===== config.mk =====
export PLATFORM = sky130hd
export DESIGN_NAME = input_requester
export DESIGN_NICKNAME = d
export VERILOG_FILES = /design/src/rtl/noc_pkg.sv /design/src/rtl/flit_fifo.sv /design/src/rtl/input_requester.sv
export SDC_FILE = /design/constraint.sdc
export NUM_CORES = 1
export LEC_CHECK = 0
export CAP_MARGIN = 5
export CORE_MARGIN = 3
export CORE_UTILIZATION = 40
export CTS_CLUSTER_DIAMETER = 60
export DETAILED_ROUTE_END_ITERATION = 8
export PLACE_DENSITY = 0.64
export SLEW_MARGIN = 40
export SYNTH_ARGS = -nofsm -noshare
export SYNTH_HDL_FRONTEND = slang
export SYNTH_HIERARCHICAL = 1
export SYNTH_SLANG_ARGS = --single-unit

===== constraint.sdc =====
create_clock -name clk -period 3.6 [get_ports clk]
set_clock_uncertainty 0.1 [all_clocks]
set_input_delay 0.72 -clock clk [delete_from_list [all_inputs] [get_ports clk]]
set_output_delay 0.72 -clock clk [all_outputs]
set_load 0.05 [all_outputs]

===== src/rtl/noc_pkg.sv =====
// Shared NoC definitions: flit type codes, output port indices, default flit
// width, requester FSM states and the XY route function.
package noc_pkg;

    localparam int unsigned FLIT_W = 34;

    typedef enum logic [1:0] {
        FtBody   = 2'b00,
        FtHead   = 2'b01,
        FtTail   = 2'b10,
        FtSingle = 2'b11
    } flit_type_e;

    localparam logic [2:0] PortLocal = 3'd0;
    localparam logic [2:0] PortEast  = 3'd1;
    localparam logic [2:0] PortWest  = 3'd2;
    localparam logic [2:0] PortNorth = 3'd3;
    localparam logic [2:0] PortSouth = 3'd4;

    typedef enum logic [1:0] {
        StIdle,
        StReq,
        StActive,
        StRelease
    } req_state_e;

    // XY routing: resolve X first, then Y, else deliver locally.
    // dest[3:2] is dx, dest[1:0] is dy.
    function automatic logic [2:0] xy_route(input logic [3:0] dest,
                                            input logic [1:0] x_cur,
                                            input logic [1:0] y_cur);
        logic [1:0] dx;
        logic [1:0] dy;
        dx = dest[3:2];
        dy = dest[1:0];
        if (dx > x_cur) begin
            return PortEast;
        end else if (dx < x_cur) begin
            return PortWest;
        end else if (dy > y_cur) begin
            return PortNorth;
        end else if (dy < y_cur) begin
            return PortSouth;
        end else begin
            return PortLocal;
        end
    endfunction

endpackage


===== src/rtl/flit_fifo.sv =====
// Synchronous DEPTH x WIDTH flit FIFO with full/empty flags. Push and pop may
// occur in the same cycle; pointers wrap naturally since DEPTH is a power of two.
module flit_fifo #(
    parameter int unsigned DEPTH = 4,
    parameter int unsigned WIDTH = 34
) (
    input  logic             clk,
    input  logic             rst,
    input  logic             push,
    input  logic [WIDTH-1:0] wdata,
    input  logic             pop,
    output logic [WIDTH-1:0] rdata,
    output logic             full,
    output logic             empty
);

    localparam int unsigned AW = (DEPTH > 1) ? $clog2(DEPTH) : 1;

    logic [WIDTH-1:0] mem [DEPTH];
    logic [AW-1:0]    wr_ptr_q;
    logic [AW-1:0]    rd_ptr_q;
    logic [AW:0]      count_q;
    logic             push_ok;
    logic             pop_ok;

    assign full    = (count_q == (AW+1)'(DEPTH));
    assign empty   = (count_q == '0);
    assign push_ok = push && !full;
    assign pop_ok  = pop && !empty;
    assign rdata   = mem[rd_ptr_q];

    // Storage array; no reset needed since empty masks stale entries.
    always_ff @(posedge clk) begin
        if (rst && push_ok) begin
            mem[wr_ptr_q] <= wdata;
        end
    end

    // Pointer and occupancy update; reset drops everything buffered.
    always_ff @(posedge clk) begin
        if (!rst) begin
            wr_ptr_q <= '0;
            rd_ptr_q <= '0;
            count_q  <= '0;
        end else begin
            if (push_ok) begin
                wr_ptr_q <= wr_ptr_q + AW'(1);
            end
            if (pop_ok) begin
                rd_ptr_q <= rd_ptr_q + AW'(1);
            end
            count_q <= count_q + (AW+1)'(push_ok) - (AW+1)'(pop_ok);
        end
    end

endmodule


===== src/rtl/input_requester.sv =====
// Router input port: buffers incoming flits, routes each packet by its head
// flit, requests the chosen output arbiter and forwards flits while granted.
module input_requester #(
    parameter int unsigned FLIT_W = noc_pkg::FLIT_W,
    parameter int unsigned DEPTH  = 4,
    parameter int unsigned X_CUR  = 1,
    parameter int unsigned Y_CUR  = 1
) (
    input  logic              clk,
    input  logic              rst,
    input  logic              in_valid,
    input  logic [FLIT_W-1:0] in_flit,
    output logic              in_ready,
    output logic [4:0]        req,
    input  logic [4:0]        gnt,
    output logic              out_valid,
    output logic [FLIT_W-1:0] out_flit,
    output logic [2:0]        out_port,
    output logic              protocol_err
);

    import noc_pkg::*;

    localparam logic [1:0] XCur = 2'(X_CUR);
    localparam logic [1:0] YCur = 2'(Y_CUR);

    req_state_e        state_q, state_d;
    logic [2:0]        route_q, route_d;
    logic [4:0]        req_q, req_d;
    logic              out_valid_q, out_valid_d;
    logic [FLIT_W-1:0] out_flit_q, out_flit_d;
    logic [2:0]        out_port_q, out_port_d;
    logic              perr_q, perr_d;

    logic              fifo_push;
    logic              fifo_pop;
    logic [FLIT_W-1:0] front;
    logic              fifo_full;
    logic              fifo_empty;
    flit_type_e        front_type;
    logic              front_is_head;
    logic              gnt_hit;

    assign in_ready      = !fifo_full;
    assign fifo_push     = in_valid && in_ready;
    assign front_type    = flit_type_e'(front[FLIT_W-1 -: 2]);
    assign front_is_head = (front_type == FtHead) || (front_type == FtSingle);
    // Only the grant for our latched route matters; others are ignored.
    assign gnt_hit       = gnt[route_q];

    flit_fifo #(
        .DEPTH (DEPTH),
        .WIDTH (FLIT_W)
    ) u_fifo (
        .clk   (clk),
        .rst   (rst),
        .push  (fifo_push),
        .wdata (in_flit),
        .pop   (fifo_pop),
        .rdata (front),
        .full  (fifo_full),
        .empty (fifo_empty)
    );

    // FSM state register.
    always_ff @(posedge clk) begin
        if (!rst) begin
            state_q <= StIdle;
        end else begin
            state_q <= state_d;
        end
    end

    // FSM next-state logic.
    always_comb begin
        state_d = state_q;
        unique case (state_q)
            StIdle: begin
                if (!fifo_empty && front_is_head) begin
                    state_d = StReq;
                end
            end
            StReq: begin
                if (gnt_hit && !fifo_empty) begin
                    state_d = (front_type == FtSingle) ? StRelease : StActive;
                end
            end
            StActive: begin
                if (gnt_hit && !fifo_empty && front_type == FtTail) begin
                    state_d = StRelease;
                end
            end
            StRelease: begin
                state_d = StIdle;
            end
            default: begin
                state_d = StIdle;
            end
        endcase
    end

    // FSM outputs: FIFO pop plus next values of the registered outputs.
    always_comb begin
        fifo_pop    = 1'b0;
        route_d     = route_q;
        req_d       = req_q;
        out_valid_d = 1'b0;
        out_flit_d  = out_flit_q;
        out_port_d  = out_port_q;
        perr_d      = 1'b0;
        unique case (state_q)
            StIdle: begin
                if (!fifo_empty) begin
                    if (front_is_head) begin
                        route_d = xy_route(front[3:0], XCur, YCur);
                        req_d   = 5'b00001 << route_d;
                    end else begin
                        // Stray body/tail with no open packet: drop it.
                        fifo_pop = 1'b1;
                        perr_d   = 1'b1;
                    end
                end
            end
            StReq: begin
                if (gnt_hit && !fifo_empty) begin
                    fifo_pop    = 1'b1;
                    out_valid_d = 1'b1;
                    out_flit_d  = front;
                    out_port_d  = route_q;
                    if (front_type == FtSingle) begin
                        req_d = '0;
                    end
                end
            end
            StActive: begin
                if (gnt_hit && !fifo_empty) begin
                    fifo_pop    = 1'b1;
                    out_valid_d = 1'b1;
                    out_flit_d  = front;
                    out_port_d  = route_q;
                    if (front_is_head) begin
                        // A new head inside an open packet is demoted to body.
                        out_flit_d = {FtBody, front[FLIT_W-3:0]};
                        perr_d     = 1'b1;
                    end else if (front_type == FtTail) begin
                        req_d = '0;
                    end
                end
            end
            StRelease: begin
                req_d = '0;
            end
            default: begin
                req_d = '0;
            end
        endcase
    end

    // Route latch and output registers.
    always_ff @(posedge clk) begin
        if (!rst) begin
            route_q     <= PortLocal;
            req_q       <= '0;
            out_valid_q <= 1'b0;
            out_flit_q  <= '0;
            out_port_q  <= '0;
            perr_q      <= 1'b0;
        end else begin
            route_q     <= route_d;
            req_q       <= req_d;
            out_valid_q <= out_valid_d;
            out_flit_q  <= out_flit_d;
            out_port_q  <= out_port_d;
            perr_q      <= perr_d;
        end
    end

    assign req          = req_q;
    assign out_valid    = out_valid_q;
    assign out_flit     = out_flit_q;
    assign out_port     = out_port_q;
    assign protocol_err = perr_q;

endmodule


* After elaboration in Yosys (flattened, before gate mapping)
Memories as Yosys holds them, arrays and structs flattened. A register that Yosys moved wholly into a read port is not among the register bits.
Index checks and enable logic that the tools add are counted.
** Operators by class
- Add/sub/neg operators :: 4
- Order comparisons :: 5
- Eq/ne operators :: 16
- Shift-type cells :: 1
- Mux-type cells :: 37
- Bitwise logic cells :: 1
- Reduce and logical (&&, ||, !) cells :: 20
** Operators by type and width (count)
- 34-bit 2-to-1 mux :: 3
- 34-bit one-hot mux with 2 select lines :: 1
- 5-bit 2-to-1 mux :: 7
- 3-bit 2-to-1 mux :: 7
- 5-bit one-hot mux with 4 select lines :: 1
- 2-bit != test (second input constant) :: 9
- 2-bit 2-to-1 mux :: 5
- 1-bit 2-to-1 mux :: 9
- 3-bit AND reduction :: 3
- 2-bit == test (second input constant) :: 4
- 2-bit one-hot mux with 4 select lines :: 1
- 1-bit logical AND :: 7
- 7-bit AND reduction :: 1
- 1-bit by 3-bit << shifter with 5-bit output (first input constant) :: 1
- 2-bit by 1-bit adder with 2-bit output (second input constant) :: 2
- 2-bit by 1-bit == test with 1-bit output (second input constant) :: 2
- 2-bit by 1-bit greater-than comparator with 1-bit output (second input constant) :: 2
- 2-bit by 1-bit less-than comparator with 1-bit output (second input constant) :: 2
- 3-bit by 4-bit less-than comparator with 1-bit output (second input constant) :: 1
- 1-bit one-hot mux with 2 select lines :: 2
- 2-bit AND reduction :: 2
- 3-bit by 1-bit adder with 3-bit output :: 1
- 1-bit binary-select mux with 3-bit select :: 1
- 3-bit == test (second input constant) :: 1
- 8 further kinds :: 9
** Word-level totals
- Register bits :: 56
- RAM bits :: 136
- Logic and storage cells :: 95
- Memories :: 1
** Memory list
- u_fifo.mem :: depth 4, width 34, read ports 1, clocked after Yosys merged registers in 1, write ports 1, RTL line flit_fifo.sv:19 : logic [WIDTH-1:0] mem [DEPTH];

* Longest topological paths before layout
- Word-level depth :: 12
- Depth in mapped cells :: 12
- Mapped depth without buffers :: 12

* Modules after synthesis
Netlist, hierarchy kept.
** By module, submodules not included
- flit_fifo :: times used 1, cells an instance 229, area each 5440.2 um^2, sequential area each 4264.1 um^2
- input_requester :: times used 1, cells an instance 211, area each 2120.8 um^2, sequential area each 980.9 um^2

* Worst setup path after synthesis
OpenSTA, ideal clock, no wires.
- Path kind :: register -> register
- Start :: register with a tool-made name
- End :: register u_fifo.count_q[2]
- Setup time :: 0.115 ns
- Data arrival time :: 3.045 ns
- Required time :: 3.385 ns
- Slack :: 0.340 ns
- Stages on the path, launching flop included :: 13
- Buffers on the path :: 1
- Period minus slack after synthesis :: 3.260 ns
- Cell sequence :: dfxtp_1 -> buf_6 -> mux4_1 -> or3b_2 -> a21oi_1 -> nor2b_1 -> ha_1 -> inv_1 -> ha_1 -> fa_1 -> xnor2_1 -> xnor2_1 -> and2_1
** RTL lines
- to (signal assigned) :: RTL line flit_fifo.sv:52 : count_q <= count_q + (AW+1)'(push_ok) - (AW+1)'(pop_ok);
- to (decl) :: RTL line flit_fifo.sv:22 : logic [AW:0] count_q;

==> metrics.md <==
| Metric | Value |
|---|---|
| Worst EP required | `3.82 ns` |
| Slew @ Worst Pin | `between 0.6 and 0.7 ns` |
| Top FF cell, synth | `edfxtp_1` |
| RSZ-0062 raised after global routing | `false` |
| Mapped Cells | `440` |
| Drt first pass iters | `4` |
| I/O pins | `87` |
| Leak pwr | `roughly 3.3 nW` |
| TritonCTS clock tree | `yes` |
| Wire length on met3 | `447 um` |
| Crit-path slowest cell | `mux4_1` |
| WL per Instance | `approximately 18 um` |
| Number of routed nets with antenna violations | `0` |
| Critical path buffer and inverter count | `1` |
| Syn Nets | `494` |
| Ant diodes | `0` |
| Post-Synth Adder-Cell Area | `between 2 and 2.5%` |
| Largest net degree at the start of global routing | `36` |
| Synthesized cell area | `0.00756 sq mm` |
| Syn avg cell area | `17.2 sq um` |
| Post CTS Setup Buffer Count | `0` |
| Post-Synth XOR/XNOR Area | `less than 1%` |
| Core Region | `around 0.018 sq mm` |
| Dpl cells | `748` |
| Worst hold slack | `0.364 ns` |
| Die width | `143 um` |
| Commonest cells post-synth | `edfxtp_1 (136), dfxtp_1 (58), mux2i_1 (47), nor2_1 (43), mux4_2 (30)` |
| Drt first-iter violations | `163` |
| # DRC | `0` |
| Number of synthesized flops with an enable pin | `around 140` |
| Outcome | `completed` |
| Share of layout cells above drive strength 1 | `between 10% and 20%` |
| Vias | `3,982` |
| Multiplexer area fraction after synthesis | `16.5%` |
| Htree depth | `4` |
| Synth Area in Compound Gates | `2.73%` |
| Antenna violations before repair | `0` |
| CTS Hold Bufs | `0` |
| Worst-path cell chain | `mux4_1 -> or3b_2 -> a21oi_1 -> nor2b_1 -> ha_1 -> inv_1 -> ha_1 -> fa_1 -> xnor2_1 -> xnor2_1 -> and2_1` |
| Gpl congestion | `about 0.75` |
| Worst VDD drop | `0.333 mV` |
| # port buffers | `between 80 and 90` |
| CTS root buf | `clkbuf_16` |
| Clock latency at the later pin of the worst-skew pair | `about 0.42 ns` |
| WHS Path Cells | `2` |
| DP Area | `0.00869 sq mm` |
| Final Hold Vio Count | `0` |
| Register area share after synthesis | `a little over two thirds` |
| Max Slew Vio Count | `0` |
| Largest cells by area after synthesis | `edfxtp_1 (54%), dfxtp_1 (15%), mux4_2 (8.9%)` |
| Final non-filler cell total | `780` |
| Post-synth top area share | `54.0%` |
| Wire length of the first global-routing pass | `23.2 mm` |
| Nets | `around 590` |
| Power per cell area | `671 mW/mm^2` |
| Final period util | `91.7%` |
| Post-DP HPWL | `8.94 mm` |
| Crit Path Max Fanout | `6` |
| Synth cell types | `47` |
| Clock transition at path regs | `0.07 ns` |
| Min Tclk post-route | `3.30 ns` |
| Rows | `49` |
| Full die area | `0.0206 sq mm` |
| Overall Power | `6.21 mW` |
| CP Launch Type | `flop` |
| Worst-case clock buffer depth | `2` |
| Yosys warns | `6` |
| Top layer used by detailed routing | `met4` |
| Crit path DAT | `3.52 ns` |
| Count leader, synth | `edfxtp_1` |
| Post-synthesis register bit count | `194` |
| Stages on worst setup path | `11` |
| Resized Gates After CTS | `0` |
| Final setup viols | `0` |
| Crit path max-delay family | `simple AND/OR/NAND/NOR gates` |
| Fmax | `0.303 GHz` |
| TritonCTS Buffers | `17` |
| Total GRT Usage | `around 15%` |
| Simple-Gate Fraction of Synth Area | `5.84%` |
| Die Y | `between 100 and 150 um` |
| Setup TNS | `0 ns` |
| Max-Cap Viols | `0` |
| Crit path largest cell delay | `roughly 0.6 ns` |
| Largest family of logic cells by synthesized area | `multiplexers` |
| Worst setup EP type | `flop` |
| Tightest Hold Check Type | `flop to flop` |
| Starting Density | `41.4%` |
| Global route overflow | `0` |
| Setup CP Type | `flop to flop` |
| Max-slew headroom | `a little over half` |
| Design area | `approximately 0.009 sq mm` |
| Clock Sinks | `194` |
| Vias per Instance | `about 5.1` |
| Ys async rst share | `0%` |
| WL met1 | `between 6 and 7 mm` |
| Routed wl met2 | `7.19 mm` |
| Area grow syn2layout | `22.3%` |
| WL final | `14.3 mm` |
| R2R depth | `11` |
| Largest area contributor in the netlist | `edfxtp_1` |
| Vias in the first global route | `4,355` |
per-stage QoR:
stage               utilization [%]  worst slack, ns
finish                         50.6            0.299
global route                   50.6           0.0910
CTS                            50.6            0.296
detailed placement             47.6           0.0628
global placement               47.6            0.176
floorplan                         -            0.340
worst reg2reg max path: stages (launching register included):
cell and delay [ns]:
edfxtp_1 0.37, mux4_1 0.60, or3b_2 0.49, a21oi_1 0.23
nor2b_1 0.24, ha_1 0.15, inv_1 0.04, ha_1 0.18
fa_1 0.38, xnor2_1 0.15, xnor2_1 0.13, and2_1 0.15
cells in the final DEF (no fill, tap or decap), types with 3 or more instances in the layout:
master,synthesis,routed
inv_6,0,4
clkinv_2,0,3
buf_12,6,5
nand2_1,18,18
clkbuf_16,0,17
and2_1,4,4
ha_1,11,11
edfxtp_1,136,136
mux4_1,4,4
and3_2,0,4
clkdlybuf4s50_1,0,86
inv_1,11,11
buf_4,1,8
dfxtp_1,58,56
clkinv_4,0,3
mux4_2,30,30
nor2b_1,6,6
o21ai_0,4,4
mux2i_1,47,47
nor2_1,43,43
a21oi_1,10,10
final timing paths:
check | slack (ns) | end | start
worst max-delay path | 0.30 | u_fifo/count_q[2]$_SDFF_PN0_ | u_fifo/mem[1][32]$_DFFE_PP_
worst min-delay path | 0.36 | req[3]$_SDFFE_PN0P_ | req[3]$_SDFFE_PN0P_
worst min register to register | 0.36 | req[3]$_SDFFE_PN0P_ | req[3]$_SDFFE_PN0P_
worst max register to register | 0.30 | u_fifo/count_q[2]$_SDFF_PN0_ | u_fifo/mem[1][32]$_DFFE_PP_
flip-flops by register name, indices dropped and copies added (netlist names), named ones only:
register,count
req,5
protocol_err,1
u_fifo/mem,136
out_flit,34
u_fifo/count_q,3
u_fifo/wr_ptr_q,2
state_q,2
out_valid,1
route_q,3
u_fifo/rd_ptr_q,2
out_port,3
cell families (layout without fill, tap and decap cells):
family	count (synthesis)	in the layout
fa+ha+maj	12	12
mux	81	81
simple gates	92	92
buf+inv	32	143
flops	194	194
xor+xnor	2	2
compound gates	27	27
power breakdown:
group | internal, mW | switching, mW | total, mW
Combinational | 0.745 | 0.941 | 1.69
Clock | 0.964 | 0.824 | 1.79
Sequential | 2.63 | 0.106 | 2.73
layer usage:
| layer | vias to the layer above | track usage [%] |
|---|---|---|
| li1 | 1861 | - |
| met1 | 2019 | 19.0 |
| met3 | 21 | 2.80 |
| met5 | - | 0 |
| met4 | 0 | 5.95 |
| met2 | 81 | 25.5 |
cell type report:
type | instances | area (sq um)
clock buffer | 18 | 429
clock inverter | 14 | 129
fill | 1537 | 9020
inverter | 12 | 45.0
multi-input combinational | 214 | 2090
sequential | 194 | 5250
tap | 229 | 287
timing repair buffer | 99 | 1020
No activity file was read; power rests on OpenSTA's default activity.
